<file path="src/rtl/bus_responder_if.sv">
// Signal bundle for bus_responder: initiator byte bus, local memory port and console streams.
// slave = the responder side, master = initiator/memory/console side.
interface bus_responder_if;
    logic        rdy;
    logic [1:0]  bus_ctrl;
    logic        bus_wr;
    logic [7:0]  bus_in;
    logic        ack;
    logic [7:0]  bus_out;
    logic        bus_oe;
    logic        mem_req;
    logic        mem_we;
    logic [15:0] mem_addr;
    logic [7:0]  mem_wdata;
    logic        mem_ack;
    logic [7:0]  mem_rdata;
    logic        chr_out_valid;
    logic [7:0]  chr_out_data;
    logic        chr_out_ready;
    logic        chr_in_valid;
    logic [7:0]  chr_in_data;
    logic        chr_in_ready;

    modport slave (
        input  rdy, bus_ctrl, bus_wr, bus_in, mem_ack, mem_rdata,
               chr_out_ready, chr_in_valid, chr_in_data,
        output ack, bus_out, bus_oe, mem_req, mem_we, mem_addr, mem_wdata,
               chr_out_valid, chr_out_data, chr_in_ready
    );

    modport master (
        output rdy, bus_ctrl, bus_wr, bus_in, mem_ack, mem_rdata,
               chr_out_ready, chr_in_valid, chr_in_data,
        input  ack, bus_out, bus_oe, mem_req, mem_we, mem_addr, mem_wdata,
               chr_out_valid, chr_out_data, chr_in_ready
    );
endinterface

</file>
<file path="src/rtl/bus_responder.sv">
// Target endpoint of the rdy/ack byte bus: assembles a 16-bit address, routes DATA phases to memory or console.
// Define BUS_RESP_SYNC_EN to pass rdy/bus_ctrl/bus_wr through 2-flop synchronizers (initiator on another clock).
//
// state  | meaning
// -------+--------------------------------------------------------------
// IDLE   | waiting for rdy_s; decodes the phase type
// MEM    | memory request outstanding until mem_ack
// CHR    | console stream transfer until the stream handshake
// ACK    | ack high; waits for the initiator to drop rdy_s
// HOLD   | ack low guard cycle before IDLE
module bus_responder (
    input  logic           clk,
    input  logic           reset_n,
    bus_responder_if.slave bif
);

    typedef enum logic [2:0] {
        S_IDLE = 3'd0,
        S_MEM  = 3'd1,
        S_CHR  = 3'd2,
        S_ACK  = 3'd3,
        S_HOLD = 3'd4
    } state_t;

    localparam logic [1:0] CTRL_ADDR0 = 2'd0;
    localparam logic [1:0] CTRL_ADDR1 = 2'd1;
    localparam logic [1:0] CTRL_DATA  = 2'd3;

    state_t      r_state;
    state_t      w_state_nxt;

    logic        w_rdy_s;
    logic [1:0]  w_ctrl_s;
    logic        w_wr_s;

    logic [15:0] r_addr;
    logic        r_a0v;
    logic        r_a1v;
    logic        r_wr;
    logic        r_data;
    logic [15:0] r_mem_addr;
    logic [7:0]  r_mem_wdata;
    logic [7:0]  r_chr_out_data;
    logic [7:0]  r_bus_out;

    logic        w_stream_done;

`ifdef BUS_RESP_SYNC_EN
    logic [1:0]  r_rdy_sync;
    logic [1:0]  r_ctrl_sync0;
    logic [1:0]  r_ctrl_sync1;
    logic [1:0]  r_wr_sync;

    always_ff @(posedge clk or negedge reset_n) begin
        if (!reset_n) begin
            r_rdy_sync   <= 2'b00;
            r_ctrl_sync0 <= 2'b00;
            r_ctrl_sync1 <= 2'b00;
            r_wr_sync    <= 2'b00;
        end else begin
            r_rdy_sync   <= {r_rdy_sync[0], bif.rdy};
            r_ctrl_sync0 <= bif.bus_ctrl;
            r_ctrl_sync1 <= r_ctrl_sync0;
            r_wr_sync    <= {r_wr_sync[0], bif.bus_wr};
        end
    end

    assign w_rdy_s  = r_rdy_sync[1];
    assign w_ctrl_s = r_ctrl_sync1;
    assign w_wr_s   = r_wr_sync[1];
`else
    assign w_rdy_s  = bif.rdy;
    assign w_ctrl_s = bif.bus_ctrl;
    assign w_wr_s   = bif.bus_wr;
`endif

    assign w_stream_done = r_wr ? bif.chr_out_ready : bif.chr_in_valid;

    always_ff @(posedge clk or negedge reset_n) begin
        if (!reset_n) begin
            r_state <= S_IDLE;
        end else begin
            r_state <= w_state_nxt;
        end
    end

    // A single HOLD cycle plus the IDLE decision cycle keep ack low for 2 clk minimum.
    always_comb begin
        w_state_nxt = r_state;
        case (r_state)
            S_IDLE: begin
                if (w_rdy_s) begin
                    if (w_ctrl_s == CTRL_DATA) begin
                        w_state_nxt = (r_a0v && r_a1v) ? S_MEM : S_CHR;
                    end else begin
                        w_state_nxt = S_ACK;
                    end
                end
            end
            S_MEM: begin
                if (bif.mem_ack) begin
                    w_state_nxt = S_ACK;
                end
            end
            S_CHR: begin
                if (w_stream_done) begin
                    w_state_nxt = S_ACK;
                end
            end
            S_ACK: begin
                if (!w_rdy_s) begin
                    w_state_nxt = S_HOLD;
                end
            end
            S_HOLD: begin
                w_state_nxt = S_IDLE;
            end
            default: begin
                w_state_nxt = S_IDLE;
            end
        endcase
    end

    always_ff @(posedge clk or negedge reset_n) begin
        if (!reset_n) begin
            r_addr         <= 16'h0000;
            r_a0v          <= 1'b0;
            r_a1v          <= 1'b0;
            r_wr           <= 1'b0;
            r_data         <= 1'b0;
            r_mem_addr     <= 16'h0000;
            r_mem_wdata    <= 8'h00;
            r_chr_out_data <= 8'h00;
            r_bus_out      <= 8'h00;
        end else begin
            case (r_state)
                S_IDLE: begin
                    if (w_rdy_s) begin
                        r_wr   <= w_wr_s;
                        r_data <= (w_ctrl_s == CTRL_DATA);
                        case (w_ctrl_s)
                            CTRL_ADDR0: begin
                                r_addr[7:0] <= bif.bus_in;
                                r_a0v       <= 1'b1;
                            end
                            CTRL_ADDR1: begin
                                r_addr[15:8] <= bif.bus_in;
                                r_a1v        <= 1'b1;
                            end
                            CTRL_DATA: begin
                                if (r_a0v && r_a1v) begin
                                    r_mem_addr <= r_addr;
                                    if (w_wr_s) begin
                                        r_mem_wdata <= bif.bus_in;
                                    end
                                end else if (w_wr_s) begin
                                    r_chr_out_data <= bif.bus_in;
                                end
                            end
                            default: begin
                            end
                        endcase
                    end
                end
                S_MEM: begin
                    if (bif.mem_ack && !r_wr) begin
                        r_bus_out <= bif.mem_rdata;
                    end
                end
                S_CHR: begin
                    if (bif.chr_in_valid && !r_wr) begin
                        r_bus_out <= bif.chr_in_data;
                    end
                end
                S_ACK: begin
                    if (!w_rdy_s && r_data) begin
                        r_a0v <= 1'b0;
                        r_a1v <= 1'b0;
                    end
                end
                default: begin
                end
            endcase
        end
    end

    assign bif.ack           = (r_state == S_ACK);
    assign bif.bus_oe        = (r_state == S_ACK) && r_data && !r_wr;
    assign bif.bus_out       = r_bus_out;
    assign bif.mem_req       = (r_state == S_MEM);
    assign bif.mem_we        = (r_state == S_MEM) && r_wr;
    assign bif.mem_addr      = r_mem_addr;
    assign bif.mem_wdata     = r_mem_wdata;
    assign bif.chr_out_valid = (r_state == S_CHR) && r_wr;
    assign bif.chr_out_data  = r_chr_out_data;
    assign bif.chr_in_ready  = (r_state == S_CHR) && !r_wr;

endmodule

</file>
<file path="src/flat_wrapper.sv">
// flat-port wrapper written by rule: the top's interface ports become plain ports
module bus_responder_flat 
  (clk, reset_n, bif_rdy, bif_bus_ctrl, bif_bus_wr, bif_bus_in, bif_mem_ack, bif_mem_rdata, bif_chr_out_ready, bif_chr_in_valid, bif_chr_in_data, bif_ack, bif_bus_out, bif_bus_oe, bif_mem_req, bif_mem_we, bif_mem_addr, bif_mem_wdata, bif_chr_out_valid, bif_chr_out_data, bif_chr_in_ready);
  bus_responder_if bif_i ();
  input  logic clk;
  input  logic reset_n;
  input wire logic [$bits(bif_i.rdy)-1:0] bif_rdy;
  input wire logic [$bits(bif_i.bus_ctrl)-1:0] bif_bus_ctrl;
  input wire logic [$bits(bif_i.bus_wr)-1:0] bif_bus_wr;
  input wire logic [$bits(bif_i.bus_in)-1:0] bif_bus_in;
  input wire logic [$bits(bif_i.mem_ack)-1:0] bif_mem_ack;
  input wire logic [$bits(bif_i.mem_rdata)-1:0] bif_mem_rdata;
  input wire logic [$bits(bif_i.chr_out_ready)-1:0] bif_chr_out_ready;
  input wire logic [$bits(bif_i.chr_in_valid)-1:0] bif_chr_in_valid;
  input wire logic [$bits(bif_i.chr_in_data)-1:0] bif_chr_in_data;
  output wire logic [$bits(bif_i.ack)-1:0] bif_ack;
  output wire logic [$bits(bif_i.bus_out)-1:0] bif_bus_out;
  output wire logic [$bits(bif_i.bus_oe)-1:0] bif_bus_oe;
  output wire logic [$bits(bif_i.mem_req)-1:0] bif_mem_req;
  output wire logic [$bits(bif_i.mem_we)-1:0] bif_mem_we;
  output wire logic [$bits(bif_i.mem_addr)-1:0] bif_mem_addr;
  output wire logic [$bits(bif_i.mem_wdata)-1:0] bif_mem_wdata;
  output wire logic [$bits(bif_i.chr_out_valid)-1:0] bif_chr_out_valid;
  output wire logic [$bits(bif_i.chr_out_data)-1:0] bif_chr_out_data;
  output wire logic [$bits(bif_i.chr_in_ready)-1:0] bif_chr_in_ready;
  assign bif_i.rdy = bif_rdy;
  assign bif_i.bus_ctrl = bif_bus_ctrl;
  assign bif_i.bus_wr = bif_bus_wr;
  assign bif_i.bus_in = bif_bus_in;
  assign bif_i.mem_ack = bif_mem_ack;
  assign bif_i.mem_rdata = bif_mem_rdata;
  assign bif_i.chr_out_ready = bif_chr_out_ready;
  assign bif_i.chr_in_valid = bif_chr_in_valid;
  assign bif_i.chr_in_data = bif_chr_in_data;
  assign bif_ack = bif_i.ack;
  assign bif_bus_out = bif_i.bus_out;
  assign bif_bus_oe = bif_i.bus_oe;
  assign bif_mem_req = bif_i.mem_req;
  assign bif_mem_we = bif_i.mem_we;
  assign bif_mem_addr = bif_i.mem_addr;
  assign bif_mem_wdata = bif_i.mem_wdata;
  assign bif_chr_out_valid = bif_i.chr_out_valid;
  assign bif_chr_out_data = bif_i.chr_out_data;
  assign bif_chr_in_ready = bif_i.chr_in_ready;
  bus_responder u_core (.clk(clk), .reset_n(reset_n), .bif(bif_i));
endmodule
</file>
<file path="config.mk">
export PLATFORM = sky130hd
export DESIGN_NAME = bus_responder_flat
export DESIGN_NICKNAME = d
export VERILOG_FILES = /design/src/rtl/bus_responder_if.sv /design/src/rtl/bus_responder.sv /design/src/flat_wrapper.sv
export SDC_FILE = /design/constraint.sdc
export NUM_CORES = 1
export LEC_CHECK = 0
export CORE_UTILIZATION = 40
export DETAILED_ROUTE_END_ITERATION = 7
export PLACE_DENSITY = 0.73
export SYNTH_ARGS = -nofsm -noshare
export SYNTH_HDL_FRONTEND = slang
export SYNTH_SLANG_ARGS = --single-unit
</file>
<file path="constraint.sdc">
create_clock -name clk -period 2.3 [get_ports clk]
set_clock_uncertainty 0.2 [all_clocks]
set_input_delay 0.23 -clock clk [delete_from_list [all_inputs] [get_ports clk]]
set_output_delay 0.23 -clock clk [all_outputs]
set_load 0.01 [all_outputs]
</file>
After elaboration in Yosys (flattened, before gate mapping)
Index checks and enable logic that the tools add are counted.

storage, ports and cells
  word-level logic and storage cells = 69
  bits in registers = 63

cells by class
  equal/unequal tests = 14
  reductions and logical operators = 25
  bitwise logic cells = 1
  muxes and demuxes = 18

operators by type and width
  kind                                                   count
  2-to-1 mux 8 bit                                       2
  one-hot mux 8 bit (2 select lines)                     1
  AND reduction 4 bit                                    4
  2-to-1 mux 3 bit                                       5
  one-hot mux 3 bit (4 select lines)                     1
  inequality test 2 bit, second input constant           5
  AND reduction 5 bit                                    2
  logical AND 1 bit                                      9
  AND reduction 3 bit                                    3
  inequality test 2 x 1 -> 1 bit, second input constant  4
  == test 3 x 2 -> 1 bit, second input constant          2
  2-to-1 mux 1 bit                                       6
  one-hot mux 1 bit (2 select lines)                     2
  nonzero test 2 bit                                     2
  == test 3 x 1 -> 1 bit, second input constant          1
  logical NOT 3 bit                                      1
  == test 2 x 1 -> 1 bit, second input constant          1
  == test 2 bit, second input constant                   1
  logical NOT 1 bit                                      2
  logical NOT 2 bit                                      1
  2-to-1 mux 2 bit                                       1
  AND reduction 2 bit                                    1
  NOT 1 bit                                              1

Longest topological paths before layout
  depth in word-level cells = 5
  mapped depth = 6
  gate-level depth less buffers = 4

Least setup slack after synthesis
Ideal clock, no wire load.

  kind = register to register
  start point = reg u_core.r_state[0]
  end point = reg u_core.r_chr_out_data[0], in the netlist u_core.bif.chr_out_data[0]
  setup slack = -0.146 ns
  path buffers = 2
  stages on the path, launching flop included = 7
  arrival time = 2.121 ns
  required time = 1.975 ns
  library setup time = 0.125 ns
  clock period less this slack = 2.446 ns
  cell sequence = dfrtp_1 > buf_6 > or4b_1 > buf_2 > or3_4 > a21oi_4 > mux2_2

on the way
  cells in the longest elaborated chain, start to end = 2

ends and longest elaborated chain
  element                        line                  source
  start: declaration             bus_responder.sv:29   state_t r_state;
  start signal: assignment       bus_responder.sv:83   r_state <= w_state_nxt;
  logical NOT 3 bit              bus_responder.sv:136  case (r_state)
  AND reduction 5 bit (no line)  --
  end signal: assignment         bus_responder.sv:157  r_chr_out_data <= bif.bus_in;
  end: declaration               bus_responder.sv:43   logic [7:0] r_chr_out_data;

Every way passes these cells.
A chain may end at the register's enable or synchronous reset.

Final worst setup path
  start point = reg u_core.r_state[2]
  end point = reg u_core.r_chr_out_data[0], in the netlist u_core.bif.chr_out_data[0]

The elaborated chain is that of the path after synthesis.

==> summary.txt <==
Setup path
  • Critical path endpoint category: flop
  • Levels on crit path: 5
  • R2R cell count: 5
  • Worst Path Arrival: 2280 ps
  • Worst EP required: 2320 ps
  • CP cell instances: or4b_4 -> or3_4 -> a21oi_4 -> buf_12 -> mux2_4
  • CP max-delay cell: or4b_4
  • Crit path buffers/inverters: 1
  • CP Max Fanout: 8
  • Startpoint types: flop
  • Worst path max stage delay: 540 ps
  • Largest delay contributor family on the critical path: simple AND/OR/NAND/NOR gates
  • Crit Path Class: reg2reg

Power
  • NetSw: 0.00128 W
  • Switching Fraction: 29.0%
  • Leakage: 1.82 nW
  • Peak supply drop: 613 uV
  • Cell-internal power: 0.00313 W
  • Clock Power Share: 23.8%
  • Combinational share of power: 36.7%
  • Sequential power share: 39.5%
  • Total power: 0.00441 W
  • Power Dens Cells: 1130 mW/mm^2

Timing
  • Unrepaired setup endpoints after global routing: yes
  • Endpoints failing setup: 0
  • Final Hold Fails: 0
  • Fmax: 0.443 GHz
  • Worst slew margin: 71.4%
  • Slew @ Worst Pin: 418 ps
  • Tcrit/Tclk final: 98.2%
  • Min Tclk post-route: 2260 ps
  • Fin. max-slew vios: 0
  • Final setup TNS: 0 ps

Logic synthesis
  • Post-synth top cells: dfrtp_1 (63), mux2_2 (48), nand2_1 (14)
  • Synth Instances: 185
  • Number of flops mapped to enable cells by yosys: 0
  • Syn_nets: 218
  • FFs w/ async S/R, synth: 100%
  • Ys Warns: 0
  • Mapped Area: 0.00259 sq mm
  • Post-synthesis sequential area ratio: 60.8%
  • Synth Area per Inst: 14.0 sq um
  • Post-synth top flop: dfrtp_1
  • Ranking of synthesized cells by area: dfrtp_1 (61%), mux2_2 (21%), mux2i_1 (3.1%)
  • Post-synth top area share: 60.8%
  • Synth unique cells: 33
  • Post-synth top area cell: dfrtp_1
  • Yosys reg bits: 63
  • Cell with the most instances after synthesis: dfrtp_1

GRT
  • Grt total ovfl: 0
  • All-Layer GR Usage: 18.9%
  • Largest net degree at the start of global routing: 29
  • Vias in the first global route: 1,907
  • Initial antenna violation count: 0
  • First-pass GRT wire length: 9220 microns

Place
  • Routability Congestion: 0.802
  • PortBufs: 78
  • Detail Placement HPWL: 4210 microns
  • Placed Instances: 351

Layout
  • Layout cells sized above 1: 31.6%
  • Final non-filler cell total: 369
  • Area grow syn2layout: 50.8%
  • Nets: 322
  • Post-layout util: 64.1%
  • ANT cells: 0

Routing
  • DR WL/cell: 15.9 microns
  • Routed WL: 5870 microns
  • Pre-Repair DR Iteration Count: 4
  • DR iter-0 viols: 43
  • DRT antenna net count: 0
  • Vias per cell: 4.93
  • DRC: 0
  • Via count: 1,819

CTS
  • Clock tree buffer depth: 2
  • H-tree levels: 3
  • Clock network latency to the later pin of the worst-skew pair: 340 ps
  • Clk sinks: 63
  • Root Buffer: clkbuf_8
  • CTS buffer count: 9
  • Clk pin slew, worst setup/hold paths: 70 ps
  • CTS tree: yes

Die
  • Die Y: 82.5 microns
  • Initial Utilization: 42.5%
  • Row Count: 28
  • CORE AREA: 0.00610 sq mm
  • I/O Pins: 79
  • Die width: 82.5 microns
  • Full die area: 0.00680 sq mm

Run
  • Max Cap Violations: 0

Outcome
  • Status: completed

Worst hold path
  • Tightest Hold Check Type: in2async
==> metal layers <==
layer / track usage [%] / up-vias / wire, microns
met5: 0 / - / 0
met4: 7.02 / 0 / 77
met3: 8.02 / 9 / 616
met2: 29.3 / 76 / 2570
met1: 23.6 / 874 / 2610
li1: - / 860 / -
==> what timing repair did <==
action,in CTS,in global routing
hold buffers,1,0
setup buffers,1,0
resized for setup,2,11
pin swaps,1,2
gates cloned,0,0
endpoints found under the hold margin,16,0
endpoints found under the setup margin,8,20
==> logic make-up (layout without fill, tap and decap cells) <==
| family | Yosys count | after routing | synth area share (%) |
|---|---|---|---|
| muxes | 57 | 57 | 24.4 |
| buffers and inverters | 9 | 118 | 1.74 |
| DFF | 63 | 63 | 60.8 |
| and+or+nand+nor | 37 | 37 | 8.26 |
| AOI/OAI and AO/OA | 19 | 19 | 4.78 |
==> layout by cell type, fill, tap and decap left out, types with 2 or more instances in the layout <==
| cell | n |
|---|---|
| and3b_1 | 2 |
| buf_12 | 2 |
| buf_4 | 18 |
| clkbuf_8 | 14 |
| clkdlybuf4s50_1 | 75 |
| dfrtp_1 | 63 |
| dlymetal6s2s_1 | 2 |
| inv_1 | 3 |
| mux2_2 | 36 |
| mux2_4 | 12 |
| mux2i_1 | 8 |
| nand2_1 | 14 |
| nor2_1 | 5 |
| nor2b_1 | 2 |
| nor3_1 | 2 |
| o21ai_0 | 10 |
==> layout make-up <==
class	instances	area [sq um]
Fill cell	487	2190
Timing Repair Buffer	99	966
Multi-Input combinational cell	113	1030
Tap cell	75	93.8
Inverter	3	11.3
Sequential cell	63	1580
Clock inverter	2	35.0
Clock buffer	14	193
==> per-stage QoR <==
step	cell area [sq um]	setup WS, ps	hold WS (ps)
after floorplan	2620	-144	-266
after global placement	3600	-282	-23.9
after detailed placement	3600	-294	-23.9
after CTS	3870	5.36	159
after global routing	3910	-1.02	187
final	3910	40.7	159
==> flip-flops by register name, summed over array words and instances, names as in the netlist <==
register	count
u_core.bif.chr_out_data	8
u_core.r_addr	16
u_core.bif.mem_wdata	8
u_core.r_a1v	1
u_core.r_state	3
u_core.bif.mem_addr	16
u_core.bif.bus_out	8
u_core.r_wr	1
u_core.r_data	1
u_core.r_a0v	1
==> worst paths after layout <==
kind | end | slack (ps) | startpoint
setup / recovery | u_core.bif.chr_out_data[0]$_DFFE_PN0P_ | 40 | u_core.r_state[2]$_DFFE_PN0P_
hold / removal | u_core.r_state[0]$_DFFE_PN0P_ | 160 | reset_n
setup reg to reg | u_core.bif.chr_out_data[0]$_DFFE_PN0P_ | 40 | u_core.r_state[2]$_DFFE_PN0P_
hold reg to reg | u_core.bif.bus_out[0]$_DFFE_PN0P_ | 280 | u_core.bif.bus_out[0]$_DFFE_PN0P_
max in group asynchronous | u_core.bif.mem_addr[4]$_DFFE_PN0P_ | 1020 | reset_n
min in group clk | u_core.bif.bus_out[0]$_DFFE_PN0P_ | 280 | u_core.bif.bus_out[0]$_DFFE_PN0P_
==> power by group through the flow <==
stage          registers, W  clock network [W]  logic (W)
4_1_cts             0.00174            0.00107    0.00159
5_1_grt             0.00179            0.00112    0.00176
3_3_place_gp        0.00174                  0    0.00153
2_1_floorplan       0.00180                  0   0.000715
6_report            0.00174            0.00105    0.00162
3_5_place_dp        0.00175                  0    0.00157
==> worst register-to-register path: stages (launching register included) <==
cell	delay (ps)
dfrtp_1	380
or4b_4	540
or3_4	420
a21oi_4	150
buf_12	150
mux2_4	300
(Power assumes the default switching activity.)
